## src/rtl/button_pkg.sv

```systemverilog
// Shared types for the button event classifier: event codes and FSM states.
package button_pkg;

    typedef enum logic [1:0] {
        EV_SHORT  = 2'd0,
        EV_DOUBLE = 2'd1,
        EV_LONG   = 2'd2,
        EV_REPEAT = 2'd3
    } ev_code_t;

    typedef enum logic [2:0] {
        ST_IDLE     = 3'd0,
        ST_PRESS1   = 3'd1,
        ST_HOLD     = 3'd2,
        ST_WAIT_DC  = 3'd3,
        ST_PRESS2   = 3'd4,
        ST_WAIT_REL = 3'd5
    } btn_state_t;

    // Largest of the three timing parameters; sizes the shared counter.
    function automatic int max3(input int a, input int b, input int c);
        int m;
        m = (a > b) ? a : b;
        return (m > c) ? m : c;
    endfunction

endpackage

```

## src/rtl/btn_edge_detect.sv

```systemverilog
// Registered one-cycle rise/fall pulses from the debounced button level.
module btn_edge_detect (
    input  logic clk,
    input  logic rst,
    input  logic btn_level,
    output logic btn_rise,
    output logic btn_fall
);

    logic btn_prev_q;
    logic rise_q;
    logic fall_q;

    // Track the previous level; during reset capture the live level so a
    // button held across reset does not look like a fresh press.
    always_ff @(posedge clk) begin
        if (rst) begin
            btn_prev_q <= btn_level;
            rise_q     <= 1'b0;
            fall_q     <= 1'b0;
        end else begin
            btn_prev_q <= btn_level;
            rise_q     <= btn_level & ~btn_prev_q;
            fall_q     <= ~btn_level & btn_prev_q;
        end
    end

    assign btn_rise = rise_q;
    assign btn_fall = fall_q;

endmodule

```

## src/rtl/button_event_gen.sv

```systemverilog
// Classifies button presses into SHORT/DOUBLE/LONG/REPEAT events and
// presents them through a single-entry valid/ready slot.
module button_event_gen
    import button_pkg::*;
#(
    parameter int LONG_CYCLES   = 50_000_000,
    parameter int REPEAT_CYCLES = 10_000_000,
    parameter int DCLICK_CYCLES = 25_000_000
) (
    input  logic       clk,
    input  logic       rst,
    input  logic       btn_level,
    output logic       btn_rise,
    output logic       btn_fall,
    output logic       ev_valid,
    output logic [1:0] ev_code,
    input  logic       ev_ready,
    output logic       ev_overflow
);

    localparam int CNT_W = $clog2(max3(LONG_CYCLES, REPEAT_CYCLES, DCLICK_CYCLES)) + 1;
    localparam logic [CNT_W-1:0] LONG_T   = CNT_W'(LONG_CYCLES - 1);
    localparam logic [CNT_W-1:0] REPEAT_T = CNT_W'(REPEAT_CYCLES - 1);
    localparam logic [CNT_W-1:0] DCLICK_T = CNT_W'(DCLICK_CYCLES - 1);

    btn_state_t       state_q, state_d;
    logic [CNT_W-1:0] cnt_q, cnt_d;
    logic             emit;
    ev_code_t         emit_code;
    logic             ev_valid_q, ev_valid_d;
    ev_code_t         ev_code_q, ev_code_d;
    logic             ev_overflow_q, ev_overflow_d;
    logic             accept;

    btn_edge_detect u_edge (
        .clk       (clk),
        .rst       (rst),
        .btn_level (btn_level),
        .btn_rise  (btn_rise),
        .btn_fall  (btn_fall)
    );

    // Next state and event emission; edges win over counter terminals,
    // and any state change restarts the shared counter.
    always_comb begin
        state_d   = state_q;
        cnt_d     = cnt_q + CNT_W'(1);
        emit      = 1'b0;
        emit_code = EV_SHORT;
        unique case (state_q)
            ST_IDLE: begin
                if (btn_rise) state_d = ST_PRESS1;
            end
            ST_PRESS1: begin
                if (btn_fall) begin
                    state_d = ST_WAIT_DC;
                end else if (cnt_q == LONG_T) begin
                    emit      = 1'b1;
                    emit_code = EV_LONG;
                    state_d   = ST_HOLD;
                end
            end
            ST_HOLD: begin
                if (btn_fall) begin
                    state_d = ST_IDLE;
                end else if (cnt_q == REPEAT_T) begin
                    emit      = 1'b1;
                    emit_code = EV_REPEAT;
                    cnt_d     = '0;
                end
            end
            ST_WAIT_DC: begin
                if (btn_rise) begin
                    state_d = ST_PRESS2;
                end else if (cnt_q == DCLICK_T) begin
                    emit      = 1'b1;
                    emit_code = EV_SHORT;
                    state_d   = ST_IDLE;
                end
            end
            ST_PRESS2: begin
                if (btn_fall) begin
                    emit      = 1'b1;
                    emit_code = EV_DOUBLE;
                    state_d   = ST_IDLE;
                end else if (cnt_q == LONG_T) begin
                    emit      = 1'b1;
                    emit_code = EV_DOUBLE;
                    state_d   = ST_WAIT_REL;
                end
            end
            ST_WAIT_REL: begin
                if (btn_fall) state_d = ST_IDLE;
            end
            default: state_d = ST_IDLE;
        endcase
        if (state_d != state_q) cnt_d = '0;
    end

    // Event slot: load when empty or drained this cycle, otherwise drop
    // the new event and flag overflow.
    always_comb begin
        accept        = ev_valid_q & ev_ready;
        ev_valid_d    = ev_valid_q;
        ev_code_d     = ev_code_q;
        ev_overflow_d = ev_overflow_q;
        if (emit) begin
            if (!ev_valid_q || accept) begin
                ev_valid_d = 1'b1;
                ev_code_d  = emit_code;
            end else begin
                ev_overflow_d = 1'b1;
            end
        end else if (accept) begin
            ev_valid_d = 1'b0;
        end
    end

    // State, counter and slot registers.
    always_ff @(posedge clk) begin
        if (rst) begin
            state_q       <= ST_IDLE;
            cnt_q         <= '0;
            ev_valid_q    <= 1'b0;
            ev_code_q     <= EV_SHORT;
            ev_overflow_q <= 1'b0;
        end else begin
            state_q       <= state_d;
            cnt_q         <= cnt_d;
            ev_valid_q    <= ev_valid_d;
            ev_code_q     <= ev_code_d;
            ev_overflow_q <= ev_overflow_d;
        end
    end

    assign ev_valid    = ev_valid_q;
    assign ev_code     = ev_code_q;
    assign ev_overflow = ev_overflow_q;

endmodule
```

## config.mk

```make
export PLATFORM = sky130hd
export DESIGN_NAME = button_event_gen
export DESIGN_NICKNAME = d
export VERILOG_FILES = /design/src/rtl/button_pkg.sv /design/src/rtl/btn_edge_detect.sv /design/src/rtl/button_event_gen.sv
export SDC_FILE = /design/constraint.sdc
export NUM_CORES = 1
export LEC_CHECK = 0
export BUFFER_PORTS_ARGS = -buffer_cell sky130_fd_sc_hd__buf_2
export CAP_MARGIN = 20
export CORE_ASPECT_RATIO = 0.75
export CORE_MARGIN = 4
export CORE_UTILIZATION = 60
export DETAILED_ROUTE_END_ITERATION = 12
export PLACE_DENSITY = 0.77
export SETUP_SLACK_MARGIN = 0.05
export SLEW_MARGIN = 10
export SYNTH_ARGS = -nofsm -noshare
export SYNTH_HDL_FRONTEND = slang
export SYNTH_HIERARCHICAL = 1
export SYNTH_SLANG_ARGS = --single-unit
```

## constraint.sdc

```tcl
create_clock -name clk -period 2.5 [get_ports clk]
set_input_delay 0 -clock clk [delete_from_list [all_inputs] [get_ports clk]]
set_output_delay 0 -clock clk [all_outputs]
set_load 0.02 [all_outputs]
```

* Word-level counts from Yosys, hierarchy flattened
Index checks and enable logic that the tools add are counted. Widths: inputs -> output; s select.
Operators by class: muxes and demuxes 30, bitwise gates (word level) 6, equal/unequal tests 10, $add $sub $neg 1, reductions and logical operators 9
Operators with widths (count):
- $mux 27 | 3
- $add 27x1->27 const B | 1
- $eq 27x24->1 const B | 1
- $eq 27x25->1 const B | 1
- $eq 27x26->1 const B | 1
- $mux 3 | 8
- $pmux 3 s5 | 1
- $mux 1 | 12
- $mux 2 | 4
- $eq 3x2->1 const B | 2
- $eq 3x3->1 const B | 2
- $pmux 2 s3 | 1
- $reduce_and 2->1 | 3
- $pmux 1 s4 | 1
- $reduce_or 2->1 | 2
- $and 1x1->1 | 3
- $eq 3x1->1 const B | 1
- $logic_not 3->1 | 1
- $ne 3x3->1 | 1
- $not 1->1 | 3
- $ne 2x1->1 const B | 1
- $reduce_bool 2->1 | 1
- $logic_not 1->1 | 1
- $logic_or 1x1->1 | 1
Storage, ports and cells: output and inout port bits 6, word-level logic and storage cells 64, bits in registers 37

* Longest topological paths before layout
Gate-level depths: netlist (run 1).
depth after elaboration 6, mapped depth 8

* Hierarchy
Netlist (run 1), hierarchy kept.
By module, submodules not included:
- button_event_gen | times used 1, seq. area each 680.7 um2, cells an instance 236, area each 1925.6 um2
- btn_edge_detect | times used 1, seq. area each 60.1 um2, cells an instance 5, area each 75.1 um2

* Least setup slack after synthesis (run 1)
No wires, ideal clock.
kind reg2reg, start point reg state_q[0], end point reg cnt_q[5], arrival time 1.807 ns, setup time 0.115 ns, buffers on the path 2, clock period less this slack 1.922 ns, slack 0.578 ns, stages on the path, launching flop included 8, cells stage by stage dfxtp_1 > buf_6 > or3_4 > or4_4 > nor3_4 > nand4bb_2 > buf_6 > nor2_1
Between the ends: longest elaborated chain between the ends 5, elaborated cells between the ends (all ways) 19, classes of those cells eq/ne: 6; mux: 10; reduce/logical: 3
RTL lines:
- start: declaration | line button_event_gen.sv:26 | btn_state_t state_q, state_d;
- start signal: assignment | line button_event_gen.sv:128 | state_q <= state_d;
- $eq 3x3->1, or another cell as far along | line button_event_gen.sv:50 | unique case (state_q)
- $reduce_or 2->1 (no line), or another cell as far along
- $pmux 3 s5 | line button_event_gen.sv:50
- $ne 3x3->1 | line button_event_gen.sv:97 | if (state_d != state_q) cnt_d = '0;
- $reduce_or 2->1 (no line)
- end signal: assignment | line button_event_gen.sv:129 | cnt_q <= cnt_d;
- end: declaration | line button_event_gen.sv:27 | logic [CNT_W-1:0] cnt_q, cnt_d;
Several ways; a longest one is shown, not always the timed one. A chain may end at the register's enable or synchronous reset.

* Worst setup path after layout (run 1)
start point reg cnt_q[0], end point reg cnt_q[22]
Between the ends: longest elaborated chain between the ends 6, elaborated cells between the ends (all ways) 16, classes of those cells add/sub: 1; eq/ne: 4; mux: 10; reduce/logical: 1
RTL lines:
- parallel branches: the longest is 6 deep, another holds $add 27x1->27
Parallel ways; which one is timed is not known.

==> results.md, run 1 <==
* Status: completed
* Yosys cell types at 48
* Max cap viols at 0
* Top Metal Used: met4
* Final GP Congestion at 0.913
* Sequential share of the synthesized area at 37.0%
* Power per cell area at 496 nW/um^2
* Avg WL per Cell at 14.2 um
* Period utilization at 88.3%
* CP Depth at 8
* Antenna viol nets, final at 0
* CTS tree: done
* CP arrival at 2390 ps
* HP Start: rst
* Least-Margin Pin Slew at 438 ps
* DIE WIDTH at 74.7 um
* Clk pwr share at 37.8%
* Post CTS Setup Buffer Count at 0
* Worst-Skew Late Latency at 280 ps
* Hold Vio Cnt, Final at 0
* Hold_ws at 22.4 ps
* Post-Syn Nets at 246
* Slew margin rel. at 70.5%
* Cells after synthesis at 241
* Layout cell share with drive strength beyond 1 at 11.9%
* Die height at 58.0 um
* First-pass GRT wire length at 6.82 mm
* Total global-route track usage at 20.5%
* Setup crit start: cnt_q[0]$_SDFF_PP0_
* Worst Setup EP: cnt_q[22]$_SDFF_PP0_
* I/O Pins at 10
* DRC at 0
* Initial core utilization at 65.3%
* Buf/Inv on CP at 1
* # rows at 17
* CP cell instances: ha_1 > nor2b_1 > nand4_1 > o21ai_0 > nand4_1 > nand3b_1 > buf_4 > nor2_1
* Initial antenna violation count at 0
* Final min period at 2210 ps
* Max-slew violation count at 0
* Final setup TNS at 0 ps
* Synthesized area at 2000 sq um
* Area occupied by multi-input gates at 1190 sq um
* Core area at 3060 sq um
* Initial DRT Pass Iterations at 4
* Clk sinks at 37
* Metal-1 WL at 2.10 mm
* Area Growth Syn to Fin at 8.94%
* Util after Layout at 71.2%
* Met3 wire len at 361 um
* H-tree levels at 2
* Most frequent CP cell: nand4_1
* Reg2Reg Depth at 8
* Fmax at 0.453 GHz
* Worst R2R End: cnt_q[22]$_SDFF_PP0_
* Starting DRT DRC Count at 119
* Worst VDD drop at 0.397 mV
* Crit path kind: register to register
* Fraction of power spent switching nets at 22.0%
* Worst setup EP type: register
* Hold crit path type: input port to register
* Wirelength, routed at 4.14 mm
* Dpl hpwl at 3.17 mm
* RSZ-0062 raised after global routing: false
* Synth warnings at 6
* Largest net degree at the start of global routing at 16
* Syn avg cell area at 8.30 sq um
* Seq pwr share at 56.1%
* Logic pwr share at 6.0%
* Met2 WL at 1.62 mm
* Crit path launch type: register
* Slowest cell on crit path: dfxtp_1
* R2r setup slk at 290 ps
* Pint at 0.844 mW
* Num CTS Buffers at 5
* Reg area at 741 sq um
* Worst clock skew at 2.69 ps
* Grt ovf at 0
* Switching power at 0.238 mW
* Cell family with most CP delay: simple AND/OR/NAND/NOR gates
* Clock Path Buffers at 2
* N_diodes at 0
* DP Cell Count at 283
* Total power at 1.08 mW
* DIE AREA at 4330 sq um
* Worst path max stage delay at 400 ps
* Clock-pin slew on the worst setup and hold paths at 70 ps
* Final Non-Filler Cells at 291
* Final net count at 258
* # port buffers at 9
* Lkg Pwr at 0.754 nW
* Crit-path max FO at 10
* Root buffer cell: clkbuf_8
* CP Data Required Time at 2680 ps
* Worst R2R Start: cnt_q[0]$_SDFF_PP0_
* Final Setup Violations at 0
* Vias in the first global route at 1441
* Vias/cell at 5.93
* Vias at 1725
* Yosys reg bits at 37
* Layout fillers at 262
## sequential cells by signal, indices dropped and copies added (netlist names)
signal,count
ev_code,2
u_edge/btn_fall,1
ev_valid,1
cnt_q,27
ev_overflow,1
u_edge/btn_prev_q,1
state_q,3
u_edge/btn_rise,1
## how the worst min path moves through the flow
stage	end	slack, ps	cells after the start
2_1_floorplan	u_edge/btn_prev_q$_DFF_P_	30	0
3_3_place_gp	u_edge/btn_prev_q$_DFF_P_	130	1
3_5_place_dp	u_edge/btn_prev_q$_DFF_P_	130	1
4_1_cts	state_q[2]$_SDFF_PP0_	10	2
5_1_grt	state_q[2]$_SDFF_PP0_	40	2
6_report	state_q[2]$_SDFF_PP0_	20	2
## per-layer routing
metal	GRT usage [%]	up-vias
met5	0	-
met4	7.87	0
met3	4.85	5
met2	27.0	55
met1	31.6	799
li1	-	866
## synthesized netlist by cell type, drive strengths merged
cell	instances	area, sq um
mux2i	2	20.0
and2b	2	15.0
nand2	18	67.6
or3	2	17.5
and3	1	6.26
a41o	1	10.0
nand3b	1	7.51
and3b	1	8.76
o31ai	1	12.5
a31oi	2	12.5
dfxtp	37	741
o21ai	7	35.0
o21bai	1	11.3
nor4bb	3	30.0
inv	5	18.8
nor3	4	36.3
a2111oi	1	8.76
a31o	1	17.5
and4	3	26.3
nor2b	4	25.0
nand2b	3	18.8
nor4b	3	26.3
nand4	14	87.6
and2	6	38.8
ha	1	12.5
clkbuf	3	11.3
nand4bb	1	16.3
and4b	1	10.0
nor2	47	176
or2	1	6.26
o31a	1	8.76
a21boi	1	7.51
xnor2	11	96.3
or4	3	26.3
or3b	1	8.76
nand3	11	55.1
nor4	4	25.0
a21oi	5	25.0
xor2	15	131
nor3b	5	37.5
buf	7	47.5
## stage by stage
step           cell area, sq um  setup slack [ps]
6_report                   2180               291
5_1_grt                    2180               117
4_1_cts                    2170               281
3_5_place_dp               2070               338
3_3_place_gp               2070               336
2_1_floorplan              2000               578
## timing repair
action,in CTS,in global routing
resized for setup,0,1
hold buffers,1,0
setup endpoints to repair,0,3
endpoints found under the hold margin,3,0
## cell families after synthesis
| kind of cell | Yosys count | share of synthesized area, % |
|---|---|---|
| AOI/OAI and AO/OA | 21 | 7.44 |
| xor gates and xnor gates | 26 | 11.4 |
| adders and majority gates | 1 | 0.625 |
| buffers and inverters | 15 | 3.88 |
| DFF | 37 | 37.0 |
| muxes | 2 | 1.00 |
| and+or+nand+nor | 139 | 38.7 |
## power by group through the flow
stage                     combinational (mW)  sequential (mW)  clock, mW
after global placement                0.0626            0.620          0
after global routing                  0.0725            0.608      0.452
after floorplan                       0.0453            0.620          0
after detailed placement              0.0631            0.620          0
after CTS                             0.0645            0.607      0.426
final                                 0.0652            0.607      0.409
## cells in the final DEF (no fill, tap or decap), types with 4 or more instances in the layout
master | netlist | final
inv_1 | 5 | 5
nor3b_1 | 5 | 5
a21oi_1 | 5 | 5
nor4_1 | 4 | 4
nand4_1 | 14 | 14
nor2_1 | 47 | 47
and2_1 | 5 | 5
xnor2_1 | 11 | 11
buf_2 | 5 | 9
nor2b_1 | 4 | 4
o21ai_0 | 6 | 6
nand3_1 | 11 | 11
dfxtp_1 | 37 | 37
clkbuf_8 | 0 | 6
buf_4 | 0 | 5
xor2_1 | 15 | 15
nand2_1 | 18 | 18
## final cells by class
class | count | share of cell area, %
timing repair buffer | 15 | 4.25
tap | 38 | 2.18
sequential | 37 | 34.0
multi-input combinational | 189 | 54.8
inverter | 5 | 0.861
clock buffer | 7 | 3.96
Power figures use the tool's default switching activity.
==> run 2: changes to the inputs <==
Settings changed: CELL_PAD_IN_SITES_DETAIL_PLACEMENT set to 1, CELL_PAD_IN_SITES_GLOBAL_PLACEMENT set to 1, CORE_UTILIZATION 60 to 48, CTS_BUF_LIST set to sky130_fd_sc_hd__clkbuf_2 sky130_fd_sc_hd__clkbuf_4 sky130_fd_sc_hd__clkbuf_8, PLACE_DENSITY 0.77 to 0.81.
==> run 2 against run 1 <==
Effect of this change:
- fmax fell by 0.60%
- register-to-register slack barely moved
- power rose by 0.94%
- sequential share of layout area fell by 0.21 points
- critical path depth did not move
- clock skew rose by 5.1 ps
- cell area rose by 0.63%
- die area rose by 22%
- via count rose by 4.2%
==> results.md, run 2 (synthesized netlist as in run 1, its figures left out) <==
* Status: completed (unchanged)
* R2r setup slk at 280 ps (was 290 ps)
* DIE AREA at 5280 sq um (was 4330 sq um)
* Avg WL per Cell at 16.6 um (was 14.2 um)
* Post CTS Setup Buffer Count at 0 (unchanged)
* Starting DRT DRC Count at 119 (unchanged)
* Max-slew violation count at 0 (unchanged)
* Logic pwr share at 5.9% (was 6.0%)
* Commonest non-fill, non-tap cell in the layout: nor2_1 (unchanged)
* Clk pwr share at 38.4% (was 37.8%)
* DRC at 0 (unchanged)
* Num CTS Buffers at 5 (unchanged)
* Final Setup Violations at 0 (unchanged)
* Util after Layout at 54.4% (was 71.2%)
* Lkg Pwr at 0.751 nW (was 0.754 nW)
* Wirelength, routed at 5.12 mm (was 4.14 mm)
* Dpl hpwl at 3.79 mm (was 3.17 mm)
* Slowest cell on crit path: dfxtp_1 (unchanged)
* Crit path launch type: register (unchanged)
* Initial core utilization at 49.7% (was 65.3%)
* Worst R2R End: cnt_q[16]$_SDFF_PP0_ (was cnt_q[22]$_SDFF_PP0_)
* Initial antenna violation count at 0 (unchanged)
* RSZ-0062 raised after global routing: false (unchanged)
* CP Data Required Time at 2670 ps (was 2680 ps)
* Crit-path max FO at 15 (was 10)
* Final net count at 258 (unchanged)
* Clock-pin slew on the worst setup and hold paths at 70 ps (about the same)
* Worst VDD drop at 0.350 mV (was 0.397 mV)
* I/O Pins at 10 (unchanged)
* WHS Path Cells at 2 (unchanged)
* Vias in the first global route at 1748 (was 1441)
* Total global-route track usage at 21.8% (was 20.5%)
* Power per cell area at 498 nW/um^2 (was 496 nW/um^2)
* # rows at 20 (was 17)
* Core area at 4030 sq um (was 3060 sq um)
* Clk sinks at 37 (unchanged)
* First-pass GRT wire length at 8.79 mm (was 6.82 mm)
* DIE WIDTH at 82.6 um (was 74.7 um)
* HP Start: rst (unchanged)
* CTS tree: done (unchanged)
* Switching power at 0.252 mW (was 0.238 mW)
* Layout cell share with drive strength beyond 1 at 12.3% (was 11.9%)
* Biggest register: cnt_q (unchanged)
* Hold crit path type: input port to register (unchanged)
* Antenna viol nets, final at 0 (unchanged)
* N_diodes at 0 (unchanged)
* Fraction of power spent switching nets at 23.1% (was 22.0%)
* Clock Path Buffers at 2 (unchanged)
* Period utilization at 88.9% (was 88.3%)
* Final GP Congestion at 0.859 (was 0.913)
* Area Growth Syn to Fin at 9.63% (was 8.94%)
* Placed Instance Area at 2090 sq um (was 2070 sq um)
* Worst path max stage delay at 400 ps (about the same)
* # port buffers at 9 (unchanged)
* Vias/cell at 5.84 (was 5.93)
* Hold Path End: ev_valid$_SDFFE_PP0P_ (was state_q[2]$_SDFF_PP0_)
* Worst-Skew Late Latency at 290 ps (was 280 ps)
* Slew margin rel. at 67.4% (was 70.5%)
* CP cell instances: ha_1 > nor2b_1 > nand4_1 > o21ai_0 > a21oi_1 > nand3b_1 > buf_4 > nor2_1 (was ha_1 > nor2b_1 > nand4_1 > o21ai_0 > nand4_1 > nand3b_1 > buf_4 > nor2_1)
* Worst clock skew at 7.78 ps (was 2.69 ps)
* Final setup TNS at 0 ps (unchanged)
* Vias at 1798 (was 1725)
* Largest net degree at the start of global routing at 16 (unchanged)
* Initial DRT Pass Iterations at 4 (unchanged)
* Max cap viols at 0 (unchanged)
* Least-Margin Pin Slew at 489 ps (was 438 ps)
* Reg2Reg Depth at 8 (unchanged)
* Most frequent cells in the layout: nor2_1, dfxtp_1, nand2_1 (unchanged)
* Largest register FFs at 27 (unchanged)
* Die height at 63.9 um (was 58.0 um)
* CP arrival at 2390 ps (about the same)
* H-tree levels at 2 (unchanged)
* Fmax at 0.450 GHz (was 0.453 GHz)
* CTS resizes at 0 (unchanged)
* Layout fillers at 483 (was 262)
* Root buffer cell: clkbuf_8 (unchanged)
* Worst R2R Start: cnt_q[0]$_SDFF_PP0_ (unchanged)
* Worst setup EP type: register (unchanged)
* Total power at 1.09 mW (was 1.08 mW)
* Grt ovf at 0 (unchanged)
* Post-cts hold buffer count at 1 (unchanged)
* Seq pwr share at 55.7% (was 56.1%)
* Pint at 0.840 mW (was 0.844 mW)
* Crit path kind: register to register (unchanged)
* Final Instance Area at 2190 sq um (was 2180 sq um)
* Final min period at 2220 ps (was 2210 ps)
* Hold Vio Cnt, Final at 0 (unchanged)
==> run 2: final cells by class <==
type	instances	area (sq um)	share of cell area, %
multi-input combinational	189	1180	53.9
sequential	37	741	33.8
timing repair buffer	15	92.6	4.22
clock buffer	6	82.6	3.76
tap	55	68.8	3.14
inverter	5	18.8	0.856
clock inverter	1	7.51	0.342
==> run 2: metrics by stage <==
step,setup slack [ps],hold WS [ps],std cells
2_1_floorplan,578,27.7,241
6_report,278,44.9,308
3_5_place_dp,317,132,300
5_1_grt,57.2,66.3,308
4_1_cts,290,29.7,308
3_3_place_gp,363,130,300
==> run 2: how the worst max path moves through the flow <==
stage | to | from | slack (ps)
4_1_cts | cnt_q[12]$_SDFF_PP0_ | state_q[1]$_SDFF_PP0_ | 290
5_1_grt | cnt_q[23]$_SDFF_PP0_ | state_q[1]$_SDFF_PP0_ | 60
3_3_place_gp | cnt_q[0]$_SDFF_PP0_ | state_q[1]$_SDFF_PP0_ | 360
3_5_place_dp | cnt_q[10]$_SDFF_PP0_ | state_q[1]$_SDFF_PP0_ | 320
2_1_floorplan | cnt_q[5]$_SDFF_PP0_ | state_q[0]$_SDFF_PP0_ | 580
6_report | cnt_q[16]$_SDFF_PP0_ | cnt_q[0]$_SDFF_PP0_ | 280
==> run 2: metal layers <==
metal | track usage, % | routed length [um] | vias up
met5 | 0 | 0 | -
met4 | 6.53 | 65 | 0
met3 | 4.51 | 255 | 7
met2 | 30.6 | 2230 | 44
met1 | 33.0 | 2570 | 883
li1 | - | - | 864
==> run 2: critical path: cells and delay by family, from the launching register on <==
kind            cells  cell delay [ps]
buf+inv             1              240
compound gates      2              490
simple gates        4              680
flops               1              400
fa+ha+maj           1              290
==> run 2: power groups by stage <==
| stage | combinational, mW | clock, mW | sequential, mW |
|---|---|---|---|
| 6_report | 0.0645 | 0.420 | 0.608 |
| 5_1_grt | 0.0715 | 0.457 | 0.609 |
| 4_1_cts | 0.0641 | 0.432 | 0.607 |
| 3_5_place_dp | 0.0623 | 0 | 0.621 |
| 3_3_place_gp | 0.0612 | 0 | 0.620 |
| 2_1_floorplan | 0.0453 | 0 | 0.620 |
==> run 3: changes to the inputs <==
Settings changed: ABC_AREA set to 1, CORE_UTILIZATION 48 to 46.
Clock period 2.5 ns to 2.1 ns, I/O delays scaled along.
==> run 3 against run 2 <==
Effect of this change:
- critical path depth shrank 1
- non-clock buffer count grew 6
- final cell count grew 49%
- synthesized area grew 23%
- clock-buffer cell count shrank 1
- global-route usage grew 2.2 points
- first-iteration DRC count grew 18%
- sequential share of layout area shrank 7.2 points
- synthesized cell count grew 51%
- hold slack lost 25 ps
- clock power grew 27%
- largest cell class unchanged
- largest power group unchanged
- highest routed layer unchanged
==> results.md, run 3 <==
* Status: completed (unchanged)
* WHS Path Cells at 4 (was 2)
* Pre-CTS setup slack at 164 ps (was 317 ps)
* First-pass GRT wire length at 12.4 mm (was 8.79 mm)
* Worst setup EP type: register (unchanged)
* Biggest register: cnt_q (unchanged)
* Largest net degree at the start of global routing at 28 (was 16)
* Switching power at 0.401 mW (was 0.252 mW)
* Post-Syn Nets at 368 (was 246)
* Layout cell share with drive strength beyond 1 at 19.7% (was 12.3%)
* HP Start: ev_ready (was rst)
* Worst VDD drop at 0.378 mV (was 0.350 mV)
* Setup slack after layout at 203 ps (was 278 ps)
* Top FF cell, synth: dfxtp_1 (unchanged)
* Commonest non-fill, non-tap cell in the layout: nand2_1 (was nor2_1)
* Placed Instance Area at 2630 sq um (was 2090 sq um)
* H-tree levels at 2 (unchanged)
* DRC at 0 (unchanged)
* Clock Path Buffers at 2 (unchanged)
* CTS tree: done (unchanged)
* Crit path launch type: register (unchanged)
* Num CTS Buffers at 5 (unchanged)
* Worst clock skew at 5.60 ps (was 7.78 ps)
* Final GP Congestion at 0.921 (was 0.859)
* Largest family of logic cells by synthesized area: simple AND/OR/NAND/NOR gates (unchanged)
* CP arrival at 2090 ps (was 2390 ps)
* Die height at 71.2 um (was 63.9 um)
* Seq pwr share at 51.5% (was 55.7%)
* Crit-path max FO at 6 (was 15)
* Adder-cell share of the synthesized area at 0.510% (was 0.625%)
* Yosys reg bits at 37 (unchanged)
* R2r setup slk at 200 ps (was 280 ps)
* N_diodes at 0 (unchanged)
* Xor and xnor area share after synthesis at 6.43% (was 11.4%)
* Sequential share of the synthesized area at 30.2% (was 37.0%)
* Fraction of power spent switching nets at 28.6% (was 23.1%)
* Max cap viols at 0 (unchanged)
* Initial DRT Pass Iterations at 4 (unchanged)
* RSZ-0062 raised after global routing: true (was false)
* Pint at 1.00 mW (was 0.840 mW)
* Vias at 2450 (was 1798)
* Final net count at 390 (was 258)
* Dpl hpwl at 5.75 mm (was 3.79 mm)
* Least-Margin Pin Slew at 484 ps (was 489 ps)
* Largest cells by area after synthesis: dfxtp_1, nand2_1, nor3_2 (was dfxtp_1, nor2_1, xor2_1)
* Yosys top cell by area: dfxtp_1 (unchanged)
* Clock-pin slew on the worst setup and hold paths at 90 ps (was 70 ps)
* Syn avg cell area at 6.76 sq um (was 8.30 sq um)
* Total global-route track usage at 24.0% (was 21.8%)
* Synthesized area at 2450 sq um (was 2000 sq um)
* Max-slew violation count at 0 (unchanged)
* Final Setup Violations at 0 (unchanged)
* Layout fillers at 688 (was 483)
* Logic pwr share at 10.5% (was 5.9%)
* CP Data Required Time at 2290 ps (was 2670 ps)
* Worst R2R Start: cnt_q[12]$_SDFF_PP0_ (was cnt_q[0]$_SDFF_PP0_)
* Worst R2R End: cnt_q[20]$_SDFF_PP0_ (was cnt_q[16]$_SDFF_PP0_)
* Final setup TNS at 0 ps (unchanged)
* Starting DRT DRC Count at 141 (was 119)
* Vias/cell at 5.35 (was 5.84)
* Yosys cell types at 26 (was 48)
* Util after Layout at 55.7% (was 54.4%)
* Wirelength, routed at 7.61 mm (was 5.12 mm)
* # rows at 22 (was 20)
* Hold Vio Cnt, Final at 0 (unchanged)
* Final Instance Area at 2790 sq um (was 2190 sq um)
* Crit path kind: register to register (unchanged)
* Most frequent cells after synthesis: nand2_1, inv_1, nor2_1 (was nor2_1, dfxtp_1, nand2_1)
* Final Non-Filler Cells at 458 (was 308)
* Clk pwr share at 38.0% (was 38.4%)
* Area occupied by multi-input gates at 1470 sq um (was 1180 sq um)
* Grt ovf at 0 (unchanged)
* Worst-Skew Late Latency at 300 ps (was 290 ps)
* Power per cell area at 502 nW/um^2 (was 498 nW/um^2)
* Vias in the first global route at 2434 (was 1748)
* Initial antenna violation count at 0 (unchanged)
* Antenna viol nets, final at 0 (unchanged)
* Core area at 5010 sq um (was 4030 sq um)
* Final min period at 1900 ps (was 2220 ps)
* Synth top area share at 30.2% (was 37.0%)
* DIE AREA at 6580 sq um (was 5280 sq um)
* Slew margin rel. at 67.4% (about the same)
* Largest register FFs at 27 (unchanged)
* Initial core utilization at 49.0% (was 49.7%)
* Post CTS Setup Buffer Count at 0 (unchanged)
* DIE WIDTH at 92.3 um (was 82.6 um)
* Total power at 1.40 mW (was 1.09 mW)
* Hold crit path type: input port to register (unchanged)
* Cells after synthesis at 363 (was 241)
* Hold_ws at 19.4 ps (was 44.9 ps)
* Post-synthesis mux area share at 0% (was 1.00%)
* Reg2Reg Depth at 7 (was 8)
* I/O Pins at 10 (unchanged)
* Avg WL per Cell at 16.6 um (about the same)
* Most common cell in the synthesized netlist: nand2_1 (was nor2_1)
* Hold Path End: ev_valid$_SDFFE_PP0P_ (unchanged)
* Fmax at 0.527 GHz (was 0.450 GHz)
* Compound-cell area share of the yosys netlist at 3.21% (was 7.44%)
* Area Growth Syn to Fin at 13.8% (was 9.63%)
* DP Cell Count at 447 (was 300)
* Synth warnings at 6 (unchanged)
* Period utilization at 90.4% (was 88.9%)
* Lkg Pwr at 0.967 nW (was 0.751 nW)
* Async SR Flop Fraction at 0% (unchanged)
* Most frequent cells in the layout: nand2_1, inv_1, nor2_1 (was nor2_1, dfxtp_1, nand2_1)
* Root buffer cell: clkbuf_8 (unchanged)
* Simple-gate share of the synthesized area at 48.8% (was 38.6%)
* Reg area at 742 sq um (was 741 sq um)
* Clk sinks at 37 (unchanged)
* Post-synth EDFFs at 0 (unchanged)
* # port buffers at 9 (unchanged)
-- run 3: routing by layer --
metal  global-route usage (%)  wire, um
met1                     36.2      3750
met3                     3.46       455
met2                     36.7      3350
met5                        0         0
met4                     4.45        61
-- run 3: layout make-up --
cell class / count / share of cell area, %
Timing Repair Buffer: 21 / 6.55
Sequential cell: 37 / 26.6
Multi-Input combinational cell: 264 / 52.8
Clock buffer: 5 / 2.47
Inverter: 56 / 7.53
Clock inverter: 3 / 0.807
Tap cell: 72 / 3.23
-- run 3: cell families (layout without fill, tap and decap cells) --
logic type	count (synthesis)	in the layout
AOI/OAI and AO/OA	15	15
and+or+nand+nor	230	230
buffers and inverters	62	85
adders and majority gates	1	1
xor gates and xnor gates	18	18
DFF	37	37
-- run 3: timing repair --
action,CTS,global route
gates resized for setup,0,7
hold buffers,2,0
endpoints found under the setup margin,0,28
endpoints found under the hold margin,5,0
-- run 3: worst max-delay path by stage --
stage | startpoint | end | slack (ps) | cells past startpoint
after floorplan | cnt_q[0]$_SDFF_PP0_ | cnt_q[2]$_SDFF_PP0_ | 420 | 11
final | cnt_q[12]$_SDFF_PP0_ | cnt_q[20]$_SDFF_PP0_ | 200 | 7
after CTS | cnt_q[0]$_SDFF_PP0_ | cnt_q[14]$_SDFF_PP0_ | 130 | 12
after global placement | cnt_q[0]$_SDFF_PP0_ | cnt_q[22]$_SDFF_PP0_ | 270 | 10
after detailed placement | cnt_q[0]$_SDFF_PP0_ | cnt_q[14]$_SDFF_PP0_ | 160 | 11
after global routing | cnt_q[8]$_SDFF_PP0_ | cnt_q[19]$_SDFF_PP0_ | 20 | 8
-- run 3: power by group through the flow --
stage                     clock (mW)  combinational [mW]  sequential, mW
final                          0.533               0.147           0.721
after global routing           0.569               0.161           0.723
after CTS                      0.543               0.129           0.721
after detailed placement           0               0.126           0.737
after global placement             0               0.121           0.736
after floorplan                    0              0.0900           0.736
-- run 3: worst max-delay path: stages (launching register included) --
cell      delay, ps
dfxtp_1         390
inv_1           100
nor4_1          440
nand2_1         160
nor2_1          130
nand3b_1        300
nand3_1         210
nor3_2           60
